[src/rtl/img_mem_arbiter_pkg.sv]
// img_pkg: image RAM geometry, requester indices and a modulo-3 helper
package img_pkg;
  localparam int IMG_W = 160;
  localparam int IMG_H = 120;
  localparam int DEPTH = IMG_W * IMG_H;
  localparam int addrSz = 15;
  localparam int colSz = 3;
  localparam int REQ_SCAN = 0;
  localparam int REQ_MAP = 1;
  localparam int REQ_CLEAN = 2;
  function automatic logic [1:0] wrap3(input int v);
    return 2'(v % 3);
  endfunction
endpackage

[src/rtl/img_mem_arbiter_if.sv]
// img_mem_arbiter_if: requester-side handshake plus RAM-side port bundle
interface img_mem_arbiter_if #(
  parameter int addrSz = img_pkg::addrSz,
  parameter int colSz = img_pkg::colSz
);
  logic [2:0] req, lock, we, gnt, rvalid;
  logic [addrSz-1:0] addr0, addr1, addr2, mem_addr;
  logic [colSz-1:0] wdata0, wdata1, wdata2, rdata, mem_data, mem_q;
  logic err_oob, mem_wren;
  modport master(
    output req, lock, we, addr0, addr1, addr2, wdata0, wdata1, wdata2, mem_q,
    input gnt, rvalid, rdata, err_oob, mem_addr, mem_data, mem_wren
  );
  modport slave(
    input req, lock, we, addr0, addr1, addr2, wdata0, wdata1, wdata2, mem_q,
    output gnt, rvalid, rdata, err_oob, mem_addr, mem_data, mem_wren
  );
endinterface

[src/rtl/img_mem_arbiter_rr_pick3.sv]
// rr_pick3: combinational three-way round-robin picker with lock override
module rr_pick3
  import img_pkg::*;
(
  input  logic [2:0] req,
  input  logic [1:0] ptr,
  input  logic [1:0] lockOwner,
  input  logic       lockValid,
  output logic [2:0] gnt,
  output logic [1:0] win
);
  always_comb begin
    win = 2'd0;
    for (int k = 2; k >= 0; k--) win = req[wrap3(int'(ptr) + k)] ? wrap3(int'(ptr) + k) : win;
    win = (lockValid && req[lockOwner]) ? lockOwner : win;
    gnt = (|req) ? 3'b001 << win : 3'b000;
  end
endmodule

[src/rtl/img_mem_arbiter.sv]
// img_mem_arbiter: round-robin sharing of the image RAM between scanner, mappers and cleaner
module img_mem_arbiter #(
  parameter int addrSz = img_pkg::addrSz,
  parameter int colSz = img_pkg::colSz,
  parameter int DEPTH = img_pkg::DEPTH,
  parameter int MAX_BURST = 16
) (
  input logic clk,
  input logic resetn,
  img_mem_arbiter_if.slave bus
);
  localparam int cntW = $clog2(MAX_BURST + 1);
  logic [2:0] gntPick, tag0, tag1;
  logic [1:0] win, ptr, lockOwner;
  logic lockValid, oob0, oob1, oob, hit, weW, keep;
  logic [cntW-1:0] burstCnt, cntInc;
  logic [addrSz-1:0] addrW;
  logic [colSz-1:0] dataW;
  rr_pick3 picker (
    .req(bus.req), .ptr(ptr), .lockOwner(lockOwner), .lockValid(lockValid),
    .gnt(gntPick), .win(win)
  );
  always_comb begin
    addrW = win == 2'd0 ? bus.addr0 : win == 2'd1 ? bus.addr1 : bus.addr2;
    dataW = win == 2'd0 ? bus.wdata0 : win == 2'd1 ? bus.wdata1 : bus.wdata2;
    hit = |bus.req;
    weW = bus.we[win];
    oob = addrW >= addrSz'(DEPTH);
    cntInc = (lockValid && lockOwner == win) ? burstCnt + cntW'(1) : cntW'(1);
    keep = hit && bus.lock[win] && cntInc != cntW'(MAX_BURST);
  end
  assign bus.gnt = resetn ? gntPick : 3'b000;
  assign bus.rvalid = tag1;
  assign bus.rdata = (|tag1 && !oob1) ? bus.mem_q : '0;
  // a lock hold is re-armed each granted cycle until the burst limit forces one open arbitration
  always_ff @(posedge clk) begin
    if (!resetn) begin
      ptr <= '0;
      lockOwner <= '0;
      lockValid <= 1'b0;
      burstCnt <= '0;
      tag0 <= '0;
      tag1 <= '0;
      oob0 <= 1'b0;
      oob1 <= 1'b0;
      bus.err_oob <= 1'b0;
      bus.mem_wren <= 1'b0;
      bus.mem_addr <= '0;
      bus.mem_data <= '0;
    end else begin
      tag0 <= (hit && !weW) ? gntPick : 3'b000;
      tag1 <= tag0;
      oob0 <= hit && oob;
      oob1 <= oob0;
      bus.mem_wren <= hit && weW && !oob;
      lockValid <= keep;
      lockOwner <= win;
      burstCnt <= keep ? cntInc : '0;
      if (hit) begin
        ptr <= img_pkg::wrap3(int'(win) + 1);
        bus.mem_addr <= addrW;
        bus.mem_data <= dataW;
        bus.err_oob <= bus.err_oob | oob;
      end
    end
  end
endmodule

[src/flat_wrapper.sv]
// flat-port wrapper written by rule: the top's interface ports become plain ports
module img_mem_arbiter_flat 
#(
  parameter int addrSz = img_pkg::addrSz,
  parameter int colSz = img_pkg::colSz,
  parameter int DEPTH = img_pkg::DEPTH,
  parameter int MAX_BURST = 16
)
  (clk, resetn, bus_req, bus_lock, bus_we, bus_addr0, bus_addr1, bus_addr2, bus_wdata0, bus_wdata1, bus_wdata2, bus_mem_q, bus_gnt, bus_rvalid, bus_rdata, bus_err_oob, bus_mem_addr, bus_mem_data, bus_mem_wren);
  img_mem_arbiter_if #(.addrSz(addrSz), .colSz(colSz)) bus_i ();
  input logic clk;
  input logic resetn;
  input wire logic [$bits(bus_i.req)-1:0] bus_req;
  input wire logic [$bits(bus_i.lock)-1:0] bus_lock;
  input wire logic [$bits(bus_i.we)-1:0] bus_we;
  input wire logic [$bits(bus_i.addr0)-1:0] bus_addr0;
  input wire logic [$bits(bus_i.addr1)-1:0] bus_addr1;
  input wire logic [$bits(bus_i.addr2)-1:0] bus_addr2;
  input wire logic [$bits(bus_i.wdata0)-1:0] bus_wdata0;
  input wire logic [$bits(bus_i.wdata1)-1:0] bus_wdata1;
  input wire logic [$bits(bus_i.wdata2)-1:0] bus_wdata2;
  input wire logic [$bits(bus_i.mem_q)-1:0] bus_mem_q;
  output wire logic [$bits(bus_i.gnt)-1:0] bus_gnt;
  output wire logic [$bits(bus_i.rvalid)-1:0] bus_rvalid;
  output wire logic [$bits(bus_i.rdata)-1:0] bus_rdata;
  output wire logic [$bits(bus_i.err_oob)-1:0] bus_err_oob;
  output wire logic [$bits(bus_i.mem_addr)-1:0] bus_mem_addr;
  output wire logic [$bits(bus_i.mem_data)-1:0] bus_mem_data;
  output wire logic [$bits(bus_i.mem_wren)-1:0] bus_mem_wren;
  assign bus_i.req = bus_req;
  assign bus_i.lock = bus_lock;
  assign bus_i.we = bus_we;
  assign bus_i.addr0 = bus_addr0;
  assign bus_i.addr1 = bus_addr1;
  assign bus_i.addr2 = bus_addr2;
  assign bus_i.wdata0 = bus_wdata0;
  assign bus_i.wdata1 = bus_wdata1;
  assign bus_i.wdata2 = bus_wdata2;
  assign bus_i.mem_q = bus_mem_q;
  assign bus_gnt = bus_i.gnt;
  assign bus_rvalid = bus_i.rvalid;
  assign bus_rdata = bus_i.rdata;
  assign bus_err_oob = bus_i.err_oob;
  assign bus_mem_addr = bus_i.mem_addr;
  assign bus_mem_data = bus_i.mem_data;
  assign bus_mem_wren = bus_i.mem_wren;
  img_mem_arbiter #(.addrSz(addrSz), .colSz(colSz), .DEPTH(DEPTH), .MAX_BURST(MAX_BURST)) u_core (.clk(clk), .resetn(resetn), .bus(bus_i));
endmodule
[config.mk]
export PLATFORM = sky130hd
export DESIGN_NAME = img_mem_arbiter_flat
export DESIGN_NICKNAME = d
export VERILOG_FILES = /design/src/rtl/img_mem_arbiter_pkg.sv /design/src/rtl/img_mem_arbiter_if.sv /design/src/rtl/img_mem_arbiter_rr_pick3.sv /design/src/rtl/img_mem_arbiter.sv /design/src/flat_wrapper.sv
export SDC_FILE = /design/constraint.sdc
export NUM_CORES = 1
export LEC_CHECK = 0
export ABC_AREA = 0
export ABC_CLOCK_PERIOD_IN_PS = 6500
export CORE_MARGIN = 2
export CORE_UTILIZATION = 40
export DETAILED_ROUTE_END_ITERATION = 12
export PLACE_DENSITY = 0.78
export SYNTH_ARGS = -nofsm -noshare
export SYNTH_HDL_FRONTEND = slang
export SYNTH_SLANG_ARGS = --single-unit
export TNS_END_PERCENT = 1
[constraint.sdc]
create_clock -name clk -period 6.5 [get_ports clk]
set_clock_uncertainty 0.1 [all_clocks]
set_input_delay 1.95 -clock clk [delete_from_list [all_inputs] [get_ports clk]]
set_output_delay 1.95 -clock clk [all_outputs]
set_load 0.05 [all_outputs]
After elaboration in Yosys (flattened, before gate mapping)
Cells that the tools add are included.

storage, ports and cells
  register bits = 38
  word-level logic and storage cells = 72

cells by class
  $add $sub $neg = 4
  div/mod/pow operators = 4
  order comparisons = 6
  equal/unequal tests = 3
  shifts and indexed selects = 1
  multiplexer cells = 24
  bitwise operators = 1
  reductions and logical operators = 17

operator list
  cell                     number
  $mod A32 B3 Y32 const B  3
  $mod A3 B3 Y32 const B   1
  $mux W15                 2
  $ge A15 B15 Y1 const B   1
  $lt A2 B3 Y1 const B     5
  $mux W3                  5
  $bmux W1 S2              6
  $logic_and A1 B1 Y1      9
  $mux W2                  4
  $add A2 B1 Y3 const B    2
  $mux W1                  6
  $reduce_or A3 Y1         2
  $add A5 B1 Y5 const B    1
  $mux W5                  1
  $ne A5 B5 Y1 const B     1
  $reduce_and A2 Y1        2
  $add A2 B2 Y3 const B    1
  $logic_not A1 Y1         3
  $shl A1 B2 Y3 const A    1
  $eq A2 B1 Y1 const B     1
  $eq A2 B2 Y1             1
  $logic_not A2 Y1         1
  $or A1 B1 Y1             1

Longest topological paths before layout
Gate-level depths: netlist of run 1.

  depth in word-level cells = 14
  mapped depth = 16

Hierarchy
From an unflattened synthesis of run 1, not the netlist that was laid out.

unflattened totals
  cells, all modules = 259
  area, all modules = 2145.8 um^2

modules (own cells, without submodules)
  module           times used  cells an instance  area each (um^2)  seq. area each (um^2)
  img_mem_arbiter  1           222                1876.8            760.7
  rr_pick3         1           37                 269.0             0.0

Least setup slack after synthesis of run 1
No wires, ideal clock.

  path type = input -> output
  from = in bus_req[2]
  to = out bus_gnt[0]
  arrival = 4.180 ns
  required time = 4.450 ns
  path slack = 0.270 ns
  stages = 9
  path buffers = 2
  path through = and4bb_1 a211oi_2 a21oi_2 mux2i_4 buf_8 buf_6 ha_1 clkinv_1 nor2_1

on the way
  word-level cells in the longest chain between the ends = 9
  elaborated cells between the ends (all ways) = 17
  those cells by class = 1 x shift; 14 x mux; 2 x reduce/logical

ends and longest elaborated chain
  element                        RTL line                        source
  start, declared                flat_wrapper.sv:13              input wire logic [$bits(bus_i.req)-1:0] bus_req;
  $bmux W1 S2                    img_mem_arbiter_rr_pick3.sv:14  for (int k = 2; k >= 0; k--) win = req[wrap3(int'(ptr) + k)] ? wrap3(int'(ptr) + k) : win;
  $mux W1 (implied by the code)  img_mem_arbiter_rr_pick3.sv:14
  $mux W2 (3 in a row)           img_mem_arbiter_rr_pick3.sv:14
  $mux W2                        img_mem_arbiter_rr_pick3.sv:15  win = (lockValid && req[lockOwner]) ? lockOwner : win;
  $shl A1 B2 Y3                  img_mem_arbiter_rr_pick3.sv:16  gnt = (|req) ? 3'b001 << win : 3'b000;
  $mux W3 (*)                    img_mem_arbiter_rr_pick3.sv:16
  $mux W3 (*)                    img_mem_arbiter.sv:32           assign bus.gnt = resetn ? gntPick : 3'b000;
  end, declared                  flat_wrapper.sv:23              output wire logic [$bits(bus_i.gnt)-1:0] bus_gnt;

Mark *: on every way between the ends. The rest lies on a longest branch, timed or not. The select of a mux whose other input is x is not followed.

Worst setup path in the final report of run 1
Same ends and word-level chain as after synthesis.

==> flow_metrics.py, run 1 <==
metrics = {
    "status": {
        "run_status": "completed",
    },
    "timing": {
        "rsz0062_at_grt": "no",
        "fin_crit_sh_pct": 94.30,
        "final.setup.tns_ns": 0,
        "slew_headroom_pct": 47.24,
        "hold_viol": 0,
        "fmax_ghz": 0.1631,
        "final_max_slew_viol_count": 0,
        "tightest_slew_ns": 0.7914,
        "setup_viol": 0,
        "final.setup.worst_slack_ns": 0.3706,
        "fin_crit_ns": 6.129,
    },
    "critical_path": {
        "endpoint_kind": "output pin",
        "slowest_stage": "clkdlybuf4s50_1",
        "crit_chain": "clkdlybuf4s50_1, and4bb_1, a211oi_2, a21oi_2, mux2i_4, ha_1, clkinv_1, nor2_1, buf_12",
        "cp_top_family": "buffers and inverters",
        "cp_max_fo": 5,
        "cpPeakStageDelay_ns": 0.57,
        "critPathBufInv": 3,
        "critPathLaunchType": "input port",
        "worst_ep_required_time_ns": 4.45,
        "arrival_ns": 4.08,
        "crit_type": "input port to output pin",
    },
    "clock_network": {
        "cts_resized": 0,
        "postCtsHoldBufs": 0,
        "cts_buffer_depth": 2,
        "cts_sinks": 38,
        "cts.clk_slew.worst_paths_ns": 0.07,
        "cts_made_buffers": 5,
        "cts_root_buffer": "clkbuf_8",
        "cts_setup_buffers": 0,
        "cts_tree": "done",
        "clkLatencyLatePin_ns": 0.30,
        "cts_max_level": 2,
    },
    "global_route": {
        "grt_pass1_vias": 1959,
        "grt_pass1_wl_microns": 9356,
        "grt-ovfl-total": 0,
        "grt_usage_pct": 19.83,
        "antenna_found_initial": 0,
        "grt_max_degree": 32,
    },
    "cells_and_area": {
        "regArea_sq_um": 760.7,
        "final_cell_mix": "93 x clkdlybuf4s50_1, 38 x dfxtp_1, 25 x nand2_1",
        "fillers": 467,
        "final_cells": 402,
        "antenna_cells": 0,
        "syn_to_final_growth_pct": 53.22,
        "multi_input_area_sq_um": 1247,
        "design_area_sq_um": 3217,
        "post-route-util_pct": 63.39,
        "drive_gt1_share_pct": 7.229,
        "layout.nets": 404,
        "final_common_cell": "clkdlybuf4s50_1",
    },
    "floorplan": {
        "ios": 97,
        "start_util_pct": 41.37,
        "fp.coreArea_sq_um": 5075,
        "num_rows": 26,
        "dieArea_sq_um": 5845,
        "die_w_microns": 76.45,
        "die_y_microns": 76.45,
    },
    "routing": {
        "vias_per_cell": 5.167,
        "routedWlPerCell_microns": 13.94,
        "drt_iter0_markers": 101,
        "drc": 0,
        "ant_nets": 0,
        "drt-pass1-iter-count": 4,
        "routed_wl_microns": 5602,
        "vias": 2077,
    },
    "synthesis": {
        "synth_edf_count": 0,
        "yosysWarnings": 0,
        "synth_cell_types": 48,
        "syn-cell-area_sq_um": 2100,
        "synth_area_per_cell_sq_um": 8.934,
        "ys.flop_type": "dfxtp_1",
        "synthArstFlopShare_pct": 0,
        "yosysSeqAreaShare_pct": 36.23,
        "ys_seq_elements": 38,
        "netlist_instances": 235,
        "mappedNetlistNets": 308,
    },
    "job": {
        "cap_violations": 0,
    },
    "power_and_ir_drop": {
        "power_per_cell_area_nw_per_um2": 294.8,
        "p_leak_uw": 0.001325,
        "ir_drop_v": 0.0001749,
    },
    "placed_design": {
        "place_hpwl_microns": 4221,
        "placed_area_sq_um": 3122,
        "place_ws_ns": 0.4213,
        "portBuffers": 96,
        "placedCellCount": 394,
        "gp_congestion": 0.8434,
    },
    "hold_path": {
        "hold_class": "register to register",
    },
}
-- through the flow --
| step | total power [uW] | hold WS (ns) |
|---|---|---|
| floorplan | 627.6 | 0.3118 |
| global placement | 774.4 | 0.3142 |
| detailed placement | 778.5 | 0.3209 |
| CTS | 951.5 | 0.3383 |
| global route | 1001 | 0.3478 |
| finish | 948.3 | 0.3358 |
-- cell type report --
cell class | count | share of cell area [%]
sequential | 38 | 23.65
inverter | 8 | 0.9335
tap | 70 | 2.723
timing repair buffer | 100 | 30.96
clock buffer | 6 | 2.567
clock inverter | 2 | 0.3890
multi-input combinational | 178 | 38.78
-- synth_stat cells, types with 5 or more instances --
cell      number  area (sq um)
a211oi_1       5         37.54
a22o_1        15         131.4
and2_1        11         68.82
clkbuf_1       7         26.28
dfxtp_1       38         760.7
ha_1           5         62.56
inv_1          7         26.28
mux2i_1       23         230.2
nand2_1       25         93.84
nor2_1        15         56.30
nor2b_1        5         31.28
nor3_1         5         25.02
o21ai_0        6         30.03
o21ai_1       16         80.08
-- path summary, 6_finish.rpt --
| check | start | to | slack [ns] | depth (start not counted) |
|---|---|---|---|---|
| hold / removal | u_core.oob0 | u_core.oob1 | 0.34 | 1 |
| setup reg to reg | u_core.ptr[0] | u_core.bus.err_oob | 2.84 | 14 |
| hold reg to reg | u_core.oob0 | u_core.oob1 | 0.34 | 1 |
| setup / recovery | bus_req[2] | bus_gnt[0] | 0.37 | 9 |
-- sequential cells by signal, indices dropped and copies added (netlist names), 2 cells and up --
signal               cells
u_core.bus.mem_addr     15
u_core.burstCnt          5
u_core.bus.mem_data      3
u_core.bus.rvalid        3
u_core.tag0              3
u_core.lockOwner         2
u_core.ptr               2
-- worst reg2reg max path, delay by kind of cell (launching register included) --
kind | cells | cell delay, ns
simple gates | 1 | 0.15
fa+ha+maj | 2 | 0.59
buf+inv | 3 | 0.34
compound gates | 8 | 2.05
flops | 1 | 0.38
-- power by group --
part,switching [uW],internal (uW)
sequential,24.2,272
clock,87.8,85.3
combinational,279,200
total,391,557
-- logic make-up after synthesis --
logic type                 after synthesis  share of synthesized area, %
AOI/OAI and AO/OA                       70                         23.96
xor gates and xnor gates                 5                         2.086
adders and majority gates                5                         2.980
buffers and inverters                   19                         4.350
DFF                                     38                         36.23
muxes                                   26                         13.29
and+or+nand+nor                         72                         17.10
-- layer usage --
layer / part of all wire, % / vias up / track usage, % / wire, microns
li1: - / 1048 / - / -
met1: 45 / 955 / 24.63 / 2521
met2: 48 / 67 / 33.36 / 2684
met3: 5.9 / 7 / 5.569 / 329
met4: 1.2 / 0 / 6.000 / 67
met5: 0 / - / 0 / 0
No activity file was read; power rests on OpenSTA's default activity.
==> run 2, diff against run 1 <==
Settings changed: CTS_CLUSTER_SIZE set to 30.
==> results of run 2 <==
No change in the layout: final DEF, timing and power equal those of run 1.
==> run 3, diff against run 2 <==
Settings changed: CTS_BUF_LIST set to sky130_fd_sc_hd__clkbuf_8.
==> results of run 3 <==
No change in the layout: final DEF, timing and power equal those of run 1.
==> RTL edit, RTL diff (settings of run 1) <==
`MAX_BURST` is set to 16 in 2 places; all go to 8.
--- a/src/rtl/img_mem_arbiter.sv
+++ b/src/rtl/img_mem_arbiter.sv
@@ -3,7 +3,7 @@
   parameter int addrSz = img_pkg::addrSz,
   parameter int colSz = img_pkg::colSz,
   parameter int DEPTH = img_pkg::DEPTH,
-  parameter int MAX_BURST = 16
+  parameter int MAX_BURST = 8
 ) (
   input logic clk,
   input logic resetn,
--- a/src/flat_wrapper.sv
+++ b/src/flat_wrapper.sv
@@ -4,7 +4,7 @@
   parameter int addrSz = img_pkg::addrSz,
   parameter int colSz = img_pkg::colSz,
   parameter int DEPTH = img_pkg::DEPTH,
-  parameter int MAX_BURST = 16
+  parameter int MAX_BURST = 8
 )
   (clk, resetn, bus_req, bus_lock, bus_we, bus_addr0, bus_addr1, bus_addr2, bus_wdata0, bus_wdata1, bus_wdata2, bus_mem_q, bus_gnt, bus_rvalid, bus_rdata, bus_err_oob, bus_mem_addr, bus_mem_data, bus_mem_wren);
   img_mem_arbiter_if #(.addrSz(addrSz), .colSz(colSz)) bus_i ();
Formal check against the unedited RTL: no difference found for any inputs over 4 cycles, from zero or initial values and one cycle with resetn low; that may be too few to reach the edited logic, so the function may still have changed.
==> RTL edit against run 1 <==
- power up 13%
- sequential cell count decreased by 1
- synthesized area grew 2.1%
- highest routed layer unchanged
- critical path depth did not move
- wire length grew 5.6%
- cell area grew 1.8%
- setup slack improved by 57 ps
- global-route usage grew 0.23 points
==> RTL edit: results (changes against run 1) <==
- Post-synthesis mux area share: 10.9% (-2.4 points)
- R2R cell count: 13 (-1)
- Area after DPL: 3190 µm² (+2.2%)
- Nets@finish: 407 (+0.74%)
- M2 GR Usage: 33.9% (+0.55 points)
- Via count: 2,101 (+1.2%)
- Routed wire per std cell: 14.6 µm (+4.8%)
- First-pass GRT wire length: 9680 µm (+3.5%)
- Leak: 1.26 nW (-4.7%)
- Worst reg2reg setup slack: 2980 ps (+140 ps)
- RR Endpoint: u_core.bus.mem_wren
- Vias in the first global route: 2,007 (+2.5%)
- Status: completed
- GR Layer Usage met1: 25.4% (+0.80 points)
- Post-synthesis adder-cell area fraction: 2.92% (-0.063 points)
- Max IR drop VDD: 166 µV (-5.1%)
- Post-synthesis xor/xnor area fraction: 1.23% (-0.86 points)
- Biggest regs: u_core.bus.mem_addr (15), u_core.burstCnt (4)
- Worst EP arrival: 4020 ps (-60 ps)
- DRT iter0 DRCs: 93 (-7.9%)
- Avg Inst Size Synth: 8.97 µm² (+0.44%)
- Seq/Total Area, Yosys: 34.5% (-1.7 points)
- Synth area leaders: dfxtp_1 35%, mux2i_1 7.0%, a22o_1 6.5%
- DP Cell Count: 397 (+0.76%)
- GR Util met3: 3.65% (-1.9 points)
- Post-synthesis compound-gate area fraction: 25.8% (+1.8 points)
[RTL edit: changes by cell type after synthesis, sizes merged, moves of 3 or more]
cell | before | now
o311ai | 0 | 3
a211oi | 7 | 4
o22ai | 4 | 0
clkbuf | 7 | 10
mux2i | 24 | 17
nor3 | 5 | 8
and2 | 11 | 8
a2111oi | 3 | 0
[RTL edit: metrics by stage]
stage                     power [mW]  util (%)  worst slack, ps
after floorplan                0.727         -              418
after global placement         0.910      62.0              417
after detailed placement       0.917      62.0              453
after CTS                       1.08      63.7              438
after global routing            1.14      63.7              299
final                           1.07      63.7              428
[RTL edit: logic make-up after synthesis]
family | Yosys count
DFF | 37
muxes | 20
adders and majority gates | 5
AOI/OAI and AO/OA | 72
and+or+nand+nor | 78
xor gates and xnor gates | 3
buffers and inverters | 24
[RTL edit: where the power goes]
part / switching, mW / internal [mW] / leakage [nW]
logic: 0.363 / 0.250 / 0.914
clock network: 0.0869 / 0.0740 / 0.0439
registers: 0.0261 / 0.274 / 0.305
[RTL edit: layout make-up]
| class | instances | area [µm²] | share of cell area, % |
|---|---|---|---|
| Multi-Input combinational cell | 178 | 1300 | 39.7 |
| Timing Repair Buffer | 102 | 1020 | 31.2 |
| Sequential cell | 37 | 741 | 22.6 |
| Tap cell | 70 | 87.6 | 2.67 |
| Clock buffer | 5 | 68.8 | 2.10 |
| Inverter | 10 | 37.5 | 1.15 |
| Clock inverter | 3 | 17.5 | 0.535 |
[RTL edit: how the worst min path moves through the flow]
stage	from	to	slack, ps
floorplan	u_core.tag0[0]	u_core.bus.rvalid[0]	310
global placement	u_core.oob0	u_core.oob1	320
detailed placement	u_core.tag0[2]	u_core.bus.rvalid[2]	320
CTS	u_core.tag0[1]	u_core.bus.rvalid[1]	340
global route	u_core.oob0	u_core.oob1	350
finish	u_core.oob0	u_core.oob1	340
[RTL edit: worst max-delay path: cells and delay by family]
family / cells / cell delay (ps)
and+or+nand+nor: 2 / 590
adders and majority gates: 1 / 200
buffers and inverters: 4 / 960
muxes: 1 / 180
AOI/OAI and AO/OA: 1 / 140
[RTL edit: layer usage]
layer,up-vias,wire length [µm]
met5,-,0
met3,6,306
met2,66,2890
li1,1070,-
met4,0,63
met1,959,2650
